$ cat config.mk
export PLATFORM = sky130hd
export DESIGN_NAME = fifo_reader
export DESIGN_NICKNAME = d
export VERILOG_FILES = /design/src/rtl/fifo_reader_pkg.sv /design/src/rtl/fifo_reader_buf.sv /design/src/rtl/fifo_reader.sv
export SDC_FILE = /design/constraint.sdc
export NUM_CORES = 1
export LEC_CHECK = 0
export ABC_CLOCK_PERIOD_IN_PS = 3050
export CAP_MARGIN = 20
export CELL_PAD_IN_SITES_DETAIL_PLACEMENT = 0
export CELL_PAD_IN_SITES_GLOBAL_PLACEMENT = 2
export CORE_MARGIN = 2
export CORE_UTILIZATION = 35
export DETAILED_ROUTE_END_ITERATION = 8
export PLACE_DENSITY = 0.85
export SKIP_CTS_REPAIR_TIMING = 1
export SYNTH_ARGS = -nofsm -noshare
export SYNTH_HDL_FRONTEND = slang
export SYNTH_HIERARCHICAL = 1
export SYNTH_SLANG_ARGS = --single-unit
$ cat constraint.sdc
create_clock -name clk -period 3.05 [get_ports clk]
set_clock_uncertainty 0.05 [all_clocks]
set_input_delay 0.61 -clock clk [delete_from_list [all_inputs] [get_ports clk]]
set_output_delay 0.61 -clock clk [all_outputs]
set_load 0.02 [all_outputs]
$ cat src/rtl/fifo_reader_pkg.sv
// fifo_reader_pkg
//   Shared definitions for the fifo_reader block and its skid buffer:
//   the controller state encoding, the default data width and the width
//   of the optional statistics counters.
//   The statistics counters exist only when FIFO_RD_STATS_EN is defined.
package fifo_reader_pkg;

  // Controller states. FLUSH drains the fifo and discards whatever it returns.
  typedef enum logic [1:0] {
    IDLE  = 2'd0,
    RUN   = 2'd1,
    FLUSH = 2'd2
  } state_t;

  localparam int DW_DEFAULT = 8;
  localparam int STAT_W     = 16;

endpackage

$ cat src/rtl/fifo_reader_buf.sv
// fifo_reader_buf
//   Circular skid buffer between the fifo read port and the downstream
//   valid/ready stream. The head entry is always presented on head_data.
//   Ports:
//     clk, rst         clock, asynchronous active-low reset
//     clear            synchronous empty (wins over push and pop)
//     push, push_data  write one entry at the tail
//     pop              retire the head entry (caller guarantees count != 0)
//     head_data        current head entry
//     count            occupancy, 0..DEPTH
module fifo_reader_buf
  import fifo_reader_pkg::*;
#(
  parameter int DW    = DW_DEFAULT,
  parameter int DEPTH = 2,
  localparam int PW   = (DEPTH > 1) ? $clog2(DEPTH) : 1,
  localparam int CW   = $clog2(DEPTH) + 1
) (
  input  logic          clk,
  input  logic          rst,
  input  logic          clear,
  input  logic          push,
  input  logic [DW-1:0] push_data,
  input  logic          pop,
  output logic [DW-1:0] head_data,
  output logic [CW-1:0] count
);

  logic [DW-1:0] mem [DEPTH];
  logic [PW-1:0] head;
  logic [PW-1:0] tail;

  // Pointers wrap explicitly so DEPTH need not be a power of two.
  function automatic logic [PW-1:0] next_ptr(input logic [PW-1:0] p);
    return (p == PW'(DEPTH - 1)) ? '0 : p + 1'b1;
  endfunction

  // A push into a full buffer only happens together with a pop, so the
  // slot being overwritten is the one the head is leaving.
  always_ff @(posedge clk or negedge rst) begin
    if (!rst) begin
      head  <= '0;
      tail  <= '0;
      count <= '0;
      for (int i = 0; i < DEPTH; i++) mem[i] <= '0;
    end else if (clear) begin
      head  <= '0;
      tail  <= '0;
      count <= '0;
    end else begin
      if (push) begin
        mem[tail] <= push_data;
        tail      <= next_ptr(tail);
      end
      if (pop) head <= next_ptr(head);
      if (push && !pop)      count <= count + 1'b1;
      else if (pop && !push) count <= count - 1'b1;
    end
  end

  assign head_data = mem[head];

endmodule

$ cat src/rtl/fifo_reader.sv
// fifo_reader
//   Consumer-side controller for the 8-bit fifo. Issues rd strobes while the
//   fifo reports data and the skid buffer has room for everything already
//   requested, captures fifo_data RD_LAT cycles later and re-presents the
//   bytes on a valid/ready stream.
//   Ports:
//     clk, rst            clock, asynchronous active-low reset
//     en                  enables issuing reads
//     flush               one-cycle pulse: empty the buffer, drain the fifo
//     fifo_ready          fifo non-empty flag
//     fifo_data           fifo data_out
//     fifo_rd             read strobe to the fifo
//     m_valid/m_data      downstream byte (head of the skid buffer)
//     m_ready             downstream accept
//     busy                state not IDLE or a read still in flight
//     rd_count            popped bytes, wrapping      (FIFO_RD_STATS_EN only)
//     stall_count         stalled cycles, saturating  (FIFO_RD_STATS_EN only)
//   Optional statistics are built only when FIFO_RD_STATS_EN is defined.
module fifo_reader
  import fifo_reader_pkg::*;
#(
  parameter int DW        = DW_DEFAULT,
  parameter int BUF_DEPTH = 2,
  parameter int RD_LAT    = 1
) (
  input  logic          clk,
  input  logic          rst,
  input  logic          en,
  input  logic          flush,
  input  logic          fifo_ready,
  input  logic [DW-1:0] fifo_data,
  output logic          fifo_rd,
  output logic          m_valid,
  output logic [DW-1:0] m_data,
  input  logic          m_ready,
  output logic          busy
`ifdef FIFO_RD_STATS_EN
  ,
  output logic [STAT_W-1:0] rd_count,
  output logic [STAT_W-1:0] stall_count
`endif
);

  localparam int CW = $clog2(BUF_DEPTH) + 1;
  localparam int IW = $clog2(RD_LAT + 1);

  state_t        state;
  logic [RD_LAT-1:0] inflight;
  logic [IW-1:0] inflight_cnt;
  logic [CW-1:0] occ;
  logic          pop;
  logic          push;

  // Number of reads issued whose data has not yet arrived.
  always_comb begin
    inflight_cnt = '0;
    for (int i = 0; i < RD_LAT; i++) inflight_cnt = inflight_cnt + IW'(inflight[i]);
  end

  assign m_valid = (occ != '0);
  assign pop     = m_valid && m_ready;
  // Bytes returning while flushing are thrown away.
  assign push    = inflight[RD_LAT-1] && (state != FLUSH);
  assign busy    = (state != IDLE) || (inflight != '0);

  // A read is allowed only if every outstanding byte still has a slot. The
  // byte leaving on this edge frees its slot now, which is what lets a
  // two-entry buffer stream one byte per cycle at RD_LAT=1.
  always_comb begin
    fifo_rd = 1'b0;
    if (((state == RUN && en) || state == FLUSH) && fifo_ready)
      fifo_rd = (int'(occ) + int'(inflight_cnt) - int'(pop)) < BUF_DEPTH;
  end

  // Controller state and the in-flight shift register of issued reads.
  // flush overrides every other transition.
  always_ff @(posedge clk or negedge rst) begin
    if (!rst) begin
      state    <= IDLE;
      inflight <= '0;
    end else begin
      inflight[0] <= fifo_rd;
      for (int i = 1; i < RD_LAT; i++) inflight[i] <= inflight[i-1];
      if (flush) begin
        state <= FLUSH;
      end else begin
        case (state)
          IDLE:    if (en) state <= RUN;
          RUN:     if (!en && inflight_cnt == '0) state <= IDLE;
          FLUSH:   if (!fifo_ready && inflight == '0 && occ == '0) state <= IDLE;
          default: state <= IDLE;
        endcase
      end
    end
  end

  fifo_reader_buf #(
    .DW    (DW),
    .DEPTH (BUF_DEPTH)
  ) u_buf (
    .clk       (clk),
    .rst       (rst),
    .clear     (flush),
    .push      (push),
    .push_data (fifo_data),
    .pop       (pop),
    .head_data (m_data),
    .count     (occ)
  );

`ifdef FIFO_RD_STATS_EN
  // rd_count wraps freely; stall_count sticks at all-ones.
  always_ff @(posedge clk or negedge rst) begin
    if (!rst) begin
      rd_count    <= '0;
      stall_count <= '0;
    end else if (flush) begin
      rd_count    <= '0;
      stall_count <= '0;
    end else begin
      if (pop) rd_count <= rd_count + 1'b1;
      if (m_valid && !m_ready && stall_count != '1) stall_count <= stall_count + 1'b1;
    end
  end
`else
  // Statistics disabled: no counters and no extra ports.
`endif

endmodule
# After elaboration in Yosys (flattened, before gate mapping)
# Index checks and enable logic that the tools add are counted.
dict set report word_totals {
  register_bits 23
  inputBits 14
  output_inout_bits 11
}
dict set report classes {
  n_addsub 6
  magnitude_cmp 4
  eq_ne 6
  n_mux 21
  bitwise 4
  n_reduce_logical 25
}
# op count
set op_table {}
lappend op_table {{two-way mux 8 bit} 4}
lappend op_table {{bitwise mux 16 bit} 1}
lappend op_table {{two-way mux 2 bit} 7}
lappend op_table {{logical AND 1 bit} 10}
lappend op_table {{demux 8 bit (select 1 bit)} 1}
lappend op_table {{nonzero test 2 bit} 4}
lappend op_table {{two-way mux 1 bit} 7}
lappend op_table {{!= test 3 x 2 -> 1 bit (second input constant)} 2}
lappend op_table {{one-hot mux 2 bit (3 select lines)} 1}
lappend op_table {{greater-or-equal comparator 2 bit (second input constant)} 2}
lappend op_table {{logical NOT 1 bit} 4}
lappend op_table {{logical NOT 2 bit} 2}
lappend op_table {{< comparator 4 x 3 -> 1 bit (second input constant)} 1}
lappend op_table {{inverter 1 -> 2 bit} 2}
lappend op_table {{subtractor 3 x 1 -> 4 bit} 1}
lappend op_table {{adder 2 x 1 -> 3 bit} 1}
lappend op_table {{!= test 3 bit (second input constant)} 1}
lappend op_table {{AND reduction 3 bit} 1}
lappend op_table {{nonzero test 3 bit} 1}
lappend op_table {{adder 1 bit (second input constant)} 2}
lappend op_table {{adder 2 x 1 -> 2 bit (second input constant)} 1}
lappend op_table {{equality test 2 x 1 -> 1 bit (second input constant)} 1}
lappend op_table {{equality test 2 bit (second input constant)} 1}
lappend op_table {{logical OR 1 bit} 2}
lappend op_table {{5 further kinds} 6}

# Logic depth before layout (Yosys ltp)
dict set report logic_depth {
  depth_word 7
  ltp_mapped 6
  depth_no_buf 5
}

# Hierarchy
# Netlist, hierarchy kept.
# module instances cells_each area_each_um2
set by_module_without_submodules {}
lappend by_module_without_submodules {fifo_reader_buf 1 60 893.4}
lappend by_module_without_submodules {fifo_reader 1 20 212.7}

# Least setup slack after synthesis
# Ideal clock, no wire load.
dict set report synth_path {
  path_kind {input-to-output}
  from {input m_ready}
  to {output fifo_rd}
  arrival_ns 1.803
  required_ns 2.390
  slack_ns 0.587
  path_stages 5
  path_buffers 0
  path_cell_list {and3b_2 > o21ai_2 > fa_1 > nand2_1 > a211oi_2}
}
dict set report synth_between {
  elab_chain_len 4
}
# element line_no
set synth_rtl {}
lappend synth_rtl {{start: declaration} fifo_reader.sv:35} ;# input logic m_ready,
lappend synth_rtl {{logical AND 1 bit} fifo_reader.sv:61} ;# assign pop = m_valid && m_ready;
lappend synth_rtl {{subtractor 3 x 1 -> 4 bit} fifo_reader.sv:72} ;# fifo_rd = (int'(occ) + int'(inflight_cnt) - int'(pop)) < BUF_DEPTH;
lappend synth_rtl {{< comparator 4 x 3 -> 1 bit} fifo_reader.sv:72}
lappend synth_rtl {{two-way mux 1 bit} fifo_reader.sv:71} ;# if (((state == RUN && en) || state == FLUSH) && fifo_ready)
lappend synth_rtl {{end: declaration} fifo_reader.sv:32} ;# output logic fifo_rd,
# No other way between the ends.

# Final worst setup path
dict set report layout_path {
  from {register u_buf.count[0]}
  to {output fifo_rd}
}
dict set report layout_between {
  elab_chain_len 5
  elab_cells_between_ends 6
}
# element line_no
set layout_rtl {}
lappend layout_rtl {{start: declaration} fifo_reader_buf.sv:26} ;# output logic [CW-1:0] count
lappend layout_rtl {{start signal: assignment} fifo_reader_buf.sv:56} ;# if (push && !pop) count <= count + 1'b1;
lappend layout_rtl {{start signal: assignment} fifo_reader_buf.sv:57} ;# else if (pop && !push) count <= count - 1'b1;
lappend layout_rtl {{parallel branches: the longest is 2 deep, another holds adder 2 x 1 -> 3 bit} n/a}
lappend layout_rtl {{subtractor 3 x 1 -> 4 bit (*)} fifo_reader.sv:72}
lappend layout_rtl {{< comparator 4 x 3 -> 1 bit (*)} fifo_reader.sv:72}
lappend layout_rtl {{two-way mux 1 bit (*)} fifo_reader.sv:71}
# Mark *: on every way between the ends.

==> summary.md <==
| Metric | Value |
|---|---|
| Status | `finished clean` |
| Type of the tightest min-delay check | `flop to flop` |
| Root Driver | `clkbuf_4` |
| Worst path cell trace | `and3b_2 > o21ai_2 > fa_2 > nand2_1 > a211oi_2 > buf_4` |
| Async SR Flop Fraction | `100%` |
| Synth Flop Type | `dfrtp_1` |
| CTS Sinks | `23` |
| Worst path slowest cell | `fa_2` |
| Vias in the first global route | `729` |
| Critical Path Max Stage Delay | `0.51 ns` |
| Worst setup EP type | `primary output` |
| DRT antenna net count | `0` |
| PD cells | `886 nW/um^2` |
| Starting Density | `36.5%` |
| IO Port Bufs | `24` |
| CP Launch Point | `u_buf/count[0]` |
| First-pass GRT wire length | `3.24 mm` |
| Slew margin rel. | `68.8%` |
| Residual DRC | `0` |
| Layout cells sized above 1 | `33.0%` |
| Yosys cell types | `29` |
| Worst slew pin tran | `0.468 ns` |
| Hold Startpoint | `state[1]` |
| Top Family by Delay on Critical Path | `adder cells` |
| I/O pins | `25` |
| Routed Wire Length | `1.90 mm` |
| Cells after Synth | `80` |
| CTS tree | `built` |
| Synth Area per Inst | `13.8 sq um` |
| CP Max Fanout | `3` |
| Critical path class | `flop to primary output` |
| CP Launch Type | `flop` |
| Htree depth | `1` |
| Leakage | `0.000639 uW` |
| Warning count from the yosys run | `6` |
| CP bufs+invs | `1` |
| Post-synth EDFFs | `0` |
| Final HPWL DP | `1.40 mm` |
| Max Root-Sink Buffers | `2` |
| Gr usage total | `12.3%` |
| Synth top area share | `52.0%` |
| Multi-input gate area | `520 sq um` |
| Global route overflow | `0` |
| Final Hold Viols | `0` |
| Register Area | `576 sq um` |
| Layout area overhead | `30.2%` |
| Die height | `60.2 um` |
| Horiz. Die Dim | `60.2 um` |
| Yosys top cell by area | `dfrtp_1` |
| Final Setup Violations | `0` |
| Final core occ | `47.6%` |
| Routed WL per cell | `12.4 um` |
| Syn_nets | `95` |
| RSZ-0062 raised after global routing | `no` |
| Clk Latency, worst-skew pair | `0.30 ns` |
| DR vias/cell | `4.55` |
| Rows | `20` |
| CTS clk-pin slew, worst paths | `0.12 ns` |
| Reg2Reg Setup Slack | `1.15 ns` |
| Vias | `696` |
| CTS Buf Count | `3` |
| Drt pass-1 iters | `3` |
| Seq/Total Area, Yosys | `52.0%` |
| Gp weighted congestion | `0.711` |
| Hold WS | `0.432 ns` |
| Core Box Area | `3030 sq um` |
| Initial antenna violation count | `0` |
| Slew Viols, Final | `0` |
| Fin crit share | `86.6%` |
| Tmin final | `2.64 ns` |
| Ant diodes | `0` |
| WP data required | `2.39 ns` |
| 1st-iter DRT viols | `8` |
| Nets | `125` |
| Post-synthesis cell area | `1110 sq um` |
| Die ar. | `3630 sq um` |
| Pin count of the biggest net entering global routing | `24` |
| F_max | `0.378 GHz` |
| Flop and latch count out of synthesis | `23` |
| Max_cap viols | `0` |
| Crit path DAT | `1.98 ns` |
| FF-to-FF Start | `state[0]` |
| Filler Cell Count | `284` |
| Peak supply drop | `397 uV` |
| Top cells by area, synth | `dfrtp_1 52%, mux2_2 21%, mux2_1 3.1%` |
sequential cells by signal (all words and copies together), names as in the netlist:
name         count
state            2
u_buf/mem       16
u_buf/head       1
u_buf/count      2
inflight         1
u_buf/tail       1
final cells by class:
cell class	instances	share of cell area [%]
Sequential cell	23	40.0
Multi-Input combinational cell	55	36.1
Timing Repair Buffer	27	18.2
Tap cell	44	3.82
Clock buffer	4	1.82
worst register-to-register path, delay by kind of cell (launching register included):
kind | cells | cell delay (ns)
and+or+nand+nor | 3 | 0.96
DFF | 1 | 0.40
muxes | 1 | 0.39
cells by family after synthesis:
logic type | after synthesis | synth area share [%]
buffers and inverters | 2 | 1.13
AO/OA/AOI/OAI | 5 | 3.51
flip-flops | 23 | 52.0
multiplexers | 24 | 24.4
XOR/XNOR | 5 | 3.96
AND/OR/NAND/NOR | 20 | 13.1
adder cells (fa/ha/maj) | 1 | 1.81
path summary, 6_finish.rpt:
kind | endpoint | depth (start not counted)
worst max-delay path | fifo_rd | 6
min in group asynchronous | u_buf/head | 2
worst min register to register | state[0] | 1
worst max register to register | u_buf/mem[10] | 4
worst min-delay path | state[0] | 1
max in group asynchronous | u_buf/mem[6] | 2
through the flow:
stage | setup slack, ns | cell area, sq um | power, uW | setup TNS [ns] | cells
after floorplan | 0.587 | 1110 | 904 | 0 | 80
after global placement | -0.369 | 1410 | 1140 | -0.369 | 149
after detailed placement | -0.406 | 1410 | 1160 | -0.406 | 149
after CTS | -0.397 | 1440 | 1300 | -0.397 | 153
after global routing | 0.279 | 1440 | 1370 | 0 | 153
final | 0.408 | 1440 | 1280 | 0 | 153
synth_stat cells, types with 2 or more instances:
library cell	n
mux2_1	3
dfrtp_1	23
nor3b_1	2
mux2_2	21
xor2_1	2
nor3_1	2
nor2_1	3
xnor2_1	3
metal layers:
metal	share of wire (%)	routed length, um	global-route usage (%)	vias up
li1	-	-	-	344
met1	45	863	15.1	337
met3	3.4	65	4.55	2
met4	0.95	18	1.90	0
met5	0	0	0	-
met2	50	951	20.8	13
power breakdown:
part | switching [uW] | total (uW) | leakage [uW] | internal, uW
sequential | 78.2 | 499 | 0.000298 | 421
clock | 82.3 | 133 | 0.0000150 | 50.9
combinational | 274 | 644 | 0.000326 | 371
cell usage in the layout, fill, tap and decap left out, drive strengths merged:
| cell type | n |
|---|---|
| a211oi | 1 |
| a21oi | 1 |
| and2 | 2 |
| and3b | 2 |
| buf | 4 |
| clkbuf | 4 |
| clkdlybuf4s50 | 22 |
| dfrtp | 23 |
| dlymetal6s2s | 1 |
| fa | 1 |
| mux2 | 24 |
| nand2 | 1 |
| nand2b | 1 |
| nand3b | 2 |
| nor2 | 3 |
| nor2b | 1 |
| nor3 | 2 |
| nor3b | 3 |
| nor4 | 1 |
| o21ai | 2 |
| o21bai | 1 |
| or2 | 1 |
| or3 | 1 |
| xnor2 | 3 |
| xor2 | 2 |
(Power assumes the default switching activity.)
